$ cat config.mk
export PLATFORM = sky130hd
export DESIGN_NAME = inst_queue
export DESIGN_NICKNAME = d
export VERILOG_FILES = /design/src/rtl/inst_queue_pkg.sv /design/src/rtl/inst_queue_ram.sv /design/src/rtl/inst_queue.sv
export SDC_FILE = /design/constraint.sdc
export NUM_CORES = 2
export LEC_CHECK = 0
export BUFFER_PORTS_ARGS = -buffer_cell sky130_fd_sc_hd__buf_4
export CAP_MARGIN = 15
export CORE_MARGIN = 3
export CORE_UTILIZATION = 60
export CTS_BUF_LIST = sky130_fd_sc_hd__clkbuf_8
export DETAILED_ROUTE_END_ITERATION = 7
export MAX_ROUTING_LAYER = met4
export PLACE_DENSITY = 0.87
export SLEW_MARGIN = 40
export SYNTH_ARGS = -nofsm -noshare
export SYNTH_HDL_FRONTEND = slang
export SYNTH_SLANG_ARGS = --single-unit
$ cat constraint.sdc
create_clock -name clk -period 10.4 [get_ports clk]
set_clock_uncertainty 0.1 [all_clocks]
set_input_delay 2.08 -clock clk [delete_from_list [all_inputs] [get_ports clk]]
set_output_delay 2.08 -clock clk [all_outputs]
set_load 0.01 [all_outputs]
$ cat src/rtl/inst_queue_pkg.sv
// Shared definitions for the ID-side instruction queue.
// Holds the IF->ID bus layout, stall-bus encoding, queue sizing defaults,
// the queue entry format and a small pop-count helper.
package inst_queue_pkg;

  localparam int STALLBUS_WD  = 6;
  localparam int IF_TO_ID_WD  = 1 + 1 + 32 + 32;
  localparam int IQ_TO_ID_WD  = 2 * (1 + 32 + 32);

  localparam logic NO_STOP = 1'b0;
  localparam logic STOP    = 1'b1;

  localparam int INST_Q_DEPTH = 16;
  localparam int INST_Q_AFULL = 4;

  // {discard, ce, pc_idef, pc_reg} as driven by IF
  typedef struct packed {
    logic        discard;
    logic        ce;
    logic [31:0] pc_idef;
    logic [31:0] pc_reg;
  } if_req_t;

  typedef struct packed {
    logic [31:0] pc;
    logic [31:0] inst;
  } iq_entry_t;

  localparam int ENTRY_W = $bits(iq_entry_t);

  // ID can take at most two per cycle; an encoding of 3 means "as many as possible"
  function automatic logic [1:0] sat_pop(input logic [1:0] n);
    return (n == 2'd3) ? 2'd2 : n;
  endfunction

endpackage

$ cat src/rtl/inst_queue_ram.sv
// Queue storage: DEPTH x 64-bit register file.
// Ports:
//   clk            clock
//   we0/we1        write enables for entries at waddr and waddr+1
//   waddr          base write pointer
//   wdata0/wdata1  entries written at waddr / waddr+1
//   raddr          base read pointer
//   rdata0/rdata1  asynchronous reads at raddr / raddr+1
// Both +1 addresses wrap mod DEPTH, so a pair can straddle the end of the array.
module inst_queue_ram
  import inst_queue_pkg::*;
#(
  parameter int DEPTH = INST_Q_DEPTH
) (
  input  logic                     clk,
  input  logic                     we0,
  input  logic                     we1,
  input  logic [$clog2(DEPTH)-1:0] waddr,
  input  iq_entry_t                wdata0,
  input  iq_entry_t                wdata1,
  input  logic [$clog2(DEPTH)-1:0] raddr,
  output iq_entry_t                rdata0,
  output iq_entry_t                rdata1
);

  localparam int PTR_W = $clog2(DEPTH);

  logic [DEPTH-1:0][ENTRY_W-1:0] mem_q, mem_d;
  logic [PTR_W-1:0]              waddr1, raddr1;

  assign waddr1 = waddr + PTR_W'(1);
  assign raddr1 = raddr + PTR_W'(1);

  always_comb begin
    mem_d = mem_q;
    for (int i = 0; i < DEPTH; i++) begin
      if (we0 && (waddr == PTR_W'(i)))  mem_d[i] = wdata0;
      if (we1 && (waddr1 == PTR_W'(i))) mem_d[i] = wdata1;
    end
  end

  // Storage is not reset: contents are only observable behind the valid flags.
  always_ff @(posedge clk) begin
    mem_q <= mem_d;
  end

  assign rdata0 = iq_entry_t'(mem_q[raddr]);
  assign rdata1 = iq_entry_t'(mem_q[raddr1]);

endmodule

$ cat src/rtl/inst_queue.sv
// ID-side instruction queue.
// Captures each IF fetch request, pairs it with the 64-bit SRAM word returned
// one cycle later, enqueues one or two instructions, and presents up to two
// instructions per cycle to ID.
// Ports:
//   clk, rst         clock, synchronous active-high reset
//   stall            stall bus, only bit 0 gates fetch capture
//   flush            exception/ERET flush, kills queue and in-flight fetch
//   if_to_id_bus     {discard, ce, pc_idef, pc_reg} from IF
//   inst_sram_rdata  {word at pc_reg+4, word at pc_reg}, one cycle after request
//   pop_num          instructions ID consumes this cycle (3 treated as 2)
//   inst0_*/inst1_*  two oldest queue slots
//   stallreq_iq      queue near full, hold IF
module inst_queue
  import inst_queue_pkg::*;
#(
  parameter int DEPTH        = INST_Q_DEPTH,
  parameter int AFULL_MARGIN = INST_Q_AFULL
) (
  input  logic                   clk,
  input  logic                   rst,
  input  logic [STALLBUS_WD-1:0] stall,
  input  logic                   flush,
  input  logic [IF_TO_ID_WD-1:0] if_to_id_bus,
  input  logic [63:0]            inst_sram_rdata,
  input  logic [1:0]             pop_num,
  output logic                   inst0_valid,
  output logic [31:0]            inst0_pc,
  output logic [31:0]            inst0,
  output logic                   inst1_valid,
  output logic [31:0]            inst1_pc,
  output logic [31:0]            inst1,
  output logic                   stallreq_iq
);

  localparam int PTR_W = $clog2(DEPTH);
  localparam int CNT_W = PTR_W + 1;
  localparam logic [CNT_W-1:0] AFULL_LVL = CNT_W'(DEPTH - AFULL_MARGIN);

  if_req_t req;
  assign req = if_req_t'(if_to_id_bus);

  logic             resp_vld_q, resp_vld_d;
  logic [31:0]      resp_pc_q,  resp_pc_d;
  logic             resp_hi_q,  resp_hi_d;
  logic [PTR_W-1:0] rd_ptr_q,   rd_ptr_d;
  logic [PTR_W-1:0] wr_ptr_q,   wr_ptr_d;
  logic [CNT_W-1:0] count_q,    count_d;
  logic             stallreq_q, stallreq_d;

  logic [1:0]       push_n, pop_sat, pop_eff;
  logic             we0, we1;
  iq_entry_t        wdata0, wdata1, rdata0, rdata1;

  // Only the high-order bits of the stall bus and the in-word offset of
  // pc_idef beyond bit 2 carry nothing for this block.
  logic unused_ok;
  assign unused_ok = ^{stall[STALLBUS_WD-1:1], req.pc_idef[31:3], req.pc_idef[1:0]};

  always_comb begin
    // Request capture: discarded, stalled or flushed requests never reach the queue.
    resp_vld_d = req.ce & (stall[0] == NO_STOP) & ~req.discard & ~flush;
    resp_pc_d  = req.pc_reg;
    resp_hi_d  = req.pc_idef[2];

    // A branch target in the high word leaves only one useful instruction.
    push_n  = resp_vld_q ? (resp_hi_q ? 2'd1 : 2'd2) : 2'd0;

    pop_sat = sat_pop(pop_num);
    pop_eff = (CNT_W'(pop_sat) > count_q) ? count_q[1:0] : pop_sat;

    rd_ptr_d = rd_ptr_q + PTR_W'(pop_eff);
    wr_ptr_d = wr_ptr_q + PTR_W'(push_n);
    count_d  = count_q + CNT_W'(push_n) - CNT_W'(pop_eff);

    if (flush) begin
      rd_ptr_d = '0;
      wr_ptr_d = '0;
      count_d  = '0;
    end

    // Registered near-full: the margin absorbs the response already in flight
    // plus the request IF issues before the stall reaches it.
    stallreq_d = ~flush & (count_d >= AFULL_LVL);
  end

  always_comb begin
    we0    = resp_vld_q & ~flush;
    we1    = resp_vld_q & ~resp_hi_q & ~flush;
    wdata0 = resp_hi_q ? '{pc: resp_pc_q + 32'd4, inst: inst_sram_rdata[63:32]}
                       : '{pc: resp_pc_q,         inst: inst_sram_rdata[31:0]};
    wdata1 = '{pc: resp_pc_q + 32'd4, inst: inst_sram_rdata[63:32]};
  end

  always_ff @(posedge clk) begin
    if (rst) begin
      resp_vld_q <= 1'b0;
      resp_pc_q  <= '0;
      resp_hi_q  <= 1'b0;
      rd_ptr_q   <= '0;
      wr_ptr_q   <= '0;
      count_q    <= '0;
      stallreq_q <= 1'b0;
    end else begin
      resp_vld_q <= resp_vld_d;
      resp_pc_q  <= resp_pc_d;
      resp_hi_q  <= resp_hi_d;
      rd_ptr_q   <= rd_ptr_d;
      wr_ptr_q   <= wr_ptr_d;
      count_q    <= count_d;
      stallreq_q <= stallreq_d;
    end
  end

  inst_queue_ram #(.DEPTH(DEPTH)) u_ram (
    .clk    (clk),
    .we0    (we0),
    .we1    (we1),
    .waddr  (wr_ptr_q),
    .wdata0 (wdata0),
    .wdata1 (wdata1),
    .raddr  (rd_ptr_q),
    .rdata0 (rdata0),
    .rdata1 (rdata1)
  );

  // Invalid slots read as zero so that reset leaves every output at 0
  // even though the storage itself is not cleared.
  assign inst0_valid = (count_q != '0);
  assign inst1_valid = (count_q >= CNT_W'(2));
  assign inst0_pc    = inst0_valid ? rdata0.pc   : '0;
  assign inst0       = inst0_valid ? rdata0.inst : '0;
  assign inst1_pc    = inst1_valid ? rdata1.pc   : '0;
  assign inst1       = inst1_valid ? rdata1.inst : '0;
  assign stallreq_iq = stallreq_q;

endmodule

==> results.md <==
Outcome:
- The flow ran to the end, but the final reports show violations.
- The final reports fail on design-rule violations.

Synthesis:
- Of the post-synthesis cell area, the dominant cell type holds 0.507.
- The compound-gate portion of the synthesized area is 0.0880.
- For this run, the number of Yosys warnings is 0.
- Of the total synthesized cell area, the portion taken by full adders, half adders and majority gates is 0.00462.
- Of the synthesized area, sequential elements account for 0.523.
- Dividing the synthesized area by the synthesized cell count gives 12.6 um^2.
- The share of synthesized cell area in and, or, nand and nor gates is 0.0804.
- Counting flops with an async set or reset pin after synthesis yields a share of 0.
- The distinct cell type count of the synthesized netlist is 58.
- Synthesis produced a netlist with a net count of 4986.
- The post-synthesis share of cell area spent on xor and xnor gates is 0.0513.
- Counting flops with a built-in enable in the synthesized netlist gives 1024.
- Synthesis produced a netlist whose cell count is 4825.
- The post-synthesis register bit count is 1072.
- The portion of synthesized area spent on multiplexers is 0.217.
- In the synthesized netlist the dominant register cell turns out to be edfxtp_1.
- Yosys attributes the largest share of cell area to edfxtp_1 51%, mux4_2 19%, a21oi_1 6.0%.
- edfxtp_1 takes more of the synthesized area than any other cell.
- After synthesis, the largest family of logic cells by area is multiplexers.
- Summing every instance area after synthesis gives 60600 um^2.

Layout:
- The total number of nets in the final design is 4969.
- The layout cell share with drive strength beyond 1 is 0.248.
- Leaving out fill and tap cells, the most frequent cell in the layout is edfxtp_1.
- From synthesis to final layout, the design area changed by 11.0%.
- In the layout the commonest cells are 1024 x edfxtp_1, 788 x nor2_1, 713 x a21oi_1.

Routing:
- After detailed routing, the average wire length per cell comes to 31.2 um.
- The first TritonRoute pass finished after 8 iterations.
- The antenna violation net count after detailed routing is 0.
- The DRC marker count from the first detailed-route iteration is 9885.
- The total via count in the routed design is 46383.
- The residual DRC count is 16.
- The total wire length is 195 mm.
- The detailed-route vias per instance is 7.43.

Power:
- The power density relative to cell area is 178 nW/um^2.
- The maximum vdd drop is 230 uV.
- The standby leakage power is 23.8 nW.
- The share of total power dissipated in sequential elements is 0.402.
- The cell-internal power is 0.00802 W.
- The switching portion of total power is 0.332.
- The power consumption is 0.0120 W.
- The share of total power dissipated in the clock network is 0.292.
- The logic gate share of total power is 0.306.
- The net load switching power is 0.00398 W.

Setup path:
- The critical path is of the reg2out type.
- STA classifies the critical path startpoint as a flop.
- The worst setup path is captured at a primary output.
- In this run the worst path has a maximum fanout of 86.
- Data on the critical path arrives at its endpoint at 5.15 ns.
- For the worst setup path, the data required time is 8.22 ns.

STA:
- The setup TNS is 0 ns.
- The count of pins over their slew limit is 0.
- Derived from the worst setup path, the maximum achievable clock frequency is 136 MHz.
- The transition time at the pin with the least slew margin is 0.989 ns.
- The number of hold violations in the final report is 0.
- Setup violations remaining at the end of the flow were counted as 0.
- Setup repair after global routing left no endpoint under its margin.
- The post-route fraction of the period consumed by the critical path is 0.705.
- The worst max-slew margin expressed relative to the limit is 0.341.
- The minimum period implied by the final worst setup slack is 7.33 ns.

Job:
- Across the run, the number of max-cap violations was 0.

GRT:
- The overall track demand over capacity in global routing is 0.381.
- The leftover overflow at the end of global routing is 0.
- The initial antenna violation count is 9.
- The via count of the first global-routing pass is 45668.
- Entering global routing, the biggest net connects 132 pins.
- The first global-routing pass estimated 282 mm of wire.

Floorplan:
- The top-level I/O count is 272.
- The height of the die is 324 um.
- The floorplan has 115 rows.
- For this configuration, the core starts out at a cell density of 0.611.
- The region available for standard cell placement spans 99300 um^2.
- The die outline width is 324 um.
- The overall die area is 105000 um^2.

Clocking:
- The TritonCTS clock tree is yes.
- CTS built an H-tree with a depth of 4.
- The largest buffer count on any clock path is 3.
- Once the clock tree was built, the setup fixing pass inserted 0 buffers.
- The tree is rooted in a clkbuf_8.
- The number of hold buffers added after cts is 0.
- The later pin in the worst-skew pair is clocked with a latency of 0.88 ns.
- The clock buffer count from CTS is 170.
- The number of clock sinks is 1072.
- After clock tree synthesis, the repair step resized 0 gates.
- The clock transition time at the flip-flop clock pins of the worst setup and hold paths is 0.05 ns.

Placed design:
- The number of buffers inserted by port buffering is 235.
- The final RePlAce weighted congestion is 0.896.
- The placed wire-length estimate after detailed placement is 108 mm.

Min path:
- The path class of the tightest hold or removal check is reg2reg.
metal layers:
layer  track usage  share of wire
met1         0.465           0.30
met2         0.552           0.44
met3         0.123           0.18
met4         0.239          0.074
met5             -              0
worst max-delay path: stages, from the launching register on:
cell and delay [ns]:
dfxtp_4 0.84, buf_12 0.55, buf_12 0.36, buf_16 0.46
buf_6 0.65, mux4_2 0.62, a22oi_1 0.32, a21oi_1 0.12
buf_4 0.20
flip-flops by register name, summed over array words and instances, names as in the netlist:
signal	count
u_ram.mem_q	1024
resp_pc_q	32
count_q	5
rd_ptr_q	4
wr_ptr_q	4
resp_hi_q	1
resp_vld_q	1
stallreq_iq	1
synthesized netlist by cell type, types with 7 or more instances:
master,count
buf_1,97
xnor2_1,164
dfxtp_1,48
edfxtp_1,1024
buf_2,34
nand3_1,13
nand2_1,226
inv_1,19
a21oi_1,722
nand4_1,9
nor2_1,790
nor3_1,35
nor2b_1,39
clkbuf_1,402
nor2_4,9
o22ai_1,64
nand2b_1,7
mux4_2,512
o21ai_0,12
ha_1,16
xor2_1,191
mux2i_1,162
and2_1,7
o211ai_1,16
a31oi_1,15
a22oi_1,128
cells by family (layout without fill, tap and decap cells):
| group | count (synthesis) | after routing |
|---|---|---|
| AND/OR/NAND/NOR | 1175 | 1175 |
| buffers and inverters | 559 | 678 |
| multiplexers | 674 | 674 |
| flip-flops | 1072 | 1072 |
| XOR/XNOR | 355 | 355 |
| AO/OA/AOI/OAI | 970 | 970 |
| other | 0 | 11 |
| adder cells (fa/ha/maj) | 20 | 20 |
final timing paths:
| path | startpoint | to | slack [ns] | depth (start not counted) |
|---|---|---|---|---|
| worst max-delay path | rd_ptr_q[0] | inst1[14] | 3.07 | 8 |
| worst min-delay path | count_q[0] | count_q[0] | 0.56 | 2 |
| worst max register to register | resp_pc_q[2] | u_ram.mem_q[124] | 5.82 | 7 |
| worst min register to register | count_q[0] | count_q[0] | 0.56 | 2 |
area by class of cell:
type | count | area, um^2
fillers | 6251 | 32000
flip-flops and latches | 1072 | 31700
multi-input cells | 3194 | 27600
repair buffers | 350 | 3000
clock buffers | 182 | 2500
well taps | 1287 | 1610
clock inverters | 126 | 694
inverters | 20 | 82.6
diodes | 11 | 27.5
through the flow:
stage / hold slack [ns] / util / worst slack, ns / instance area [um^2] / cells
2_1_floorplan: 0.475 / - / 2.40 / 60600 / 4825
4_1_cts: 0.558 / 0.675 / 3.18 / 67000 / 6227
3_5_place_dp: 0.543 / 0.643 / 4.14 / 63800 / 5919
3_3_place_gp: 0.513 / 0.636 / 3.66 / 63200 / 5906
6_report: 0.556 / 0.678 / 3.07 / 67300 / 6242
5_1_grt: 0.583 / 0.678 / 2.69 / 67300 / 6240
power by group through the flow:
stage / Clock [W] / Sequential (W) / Combinational (W)
after detailed placement: 0 / 0.00492 / 0.00353
after global routing: 0.00366 / 0.00483 / 0.00380
after global placement: 0 / 0.00491 / 0.00346
final: 0.00350 / 0.00483 / 0.00367
after floorplan: 0 / 0.00486 / 0.00206
after CTS: 0.00347 / 0.00483 / 0.00355
Note: power is estimated with default switching activity, not from simulation.
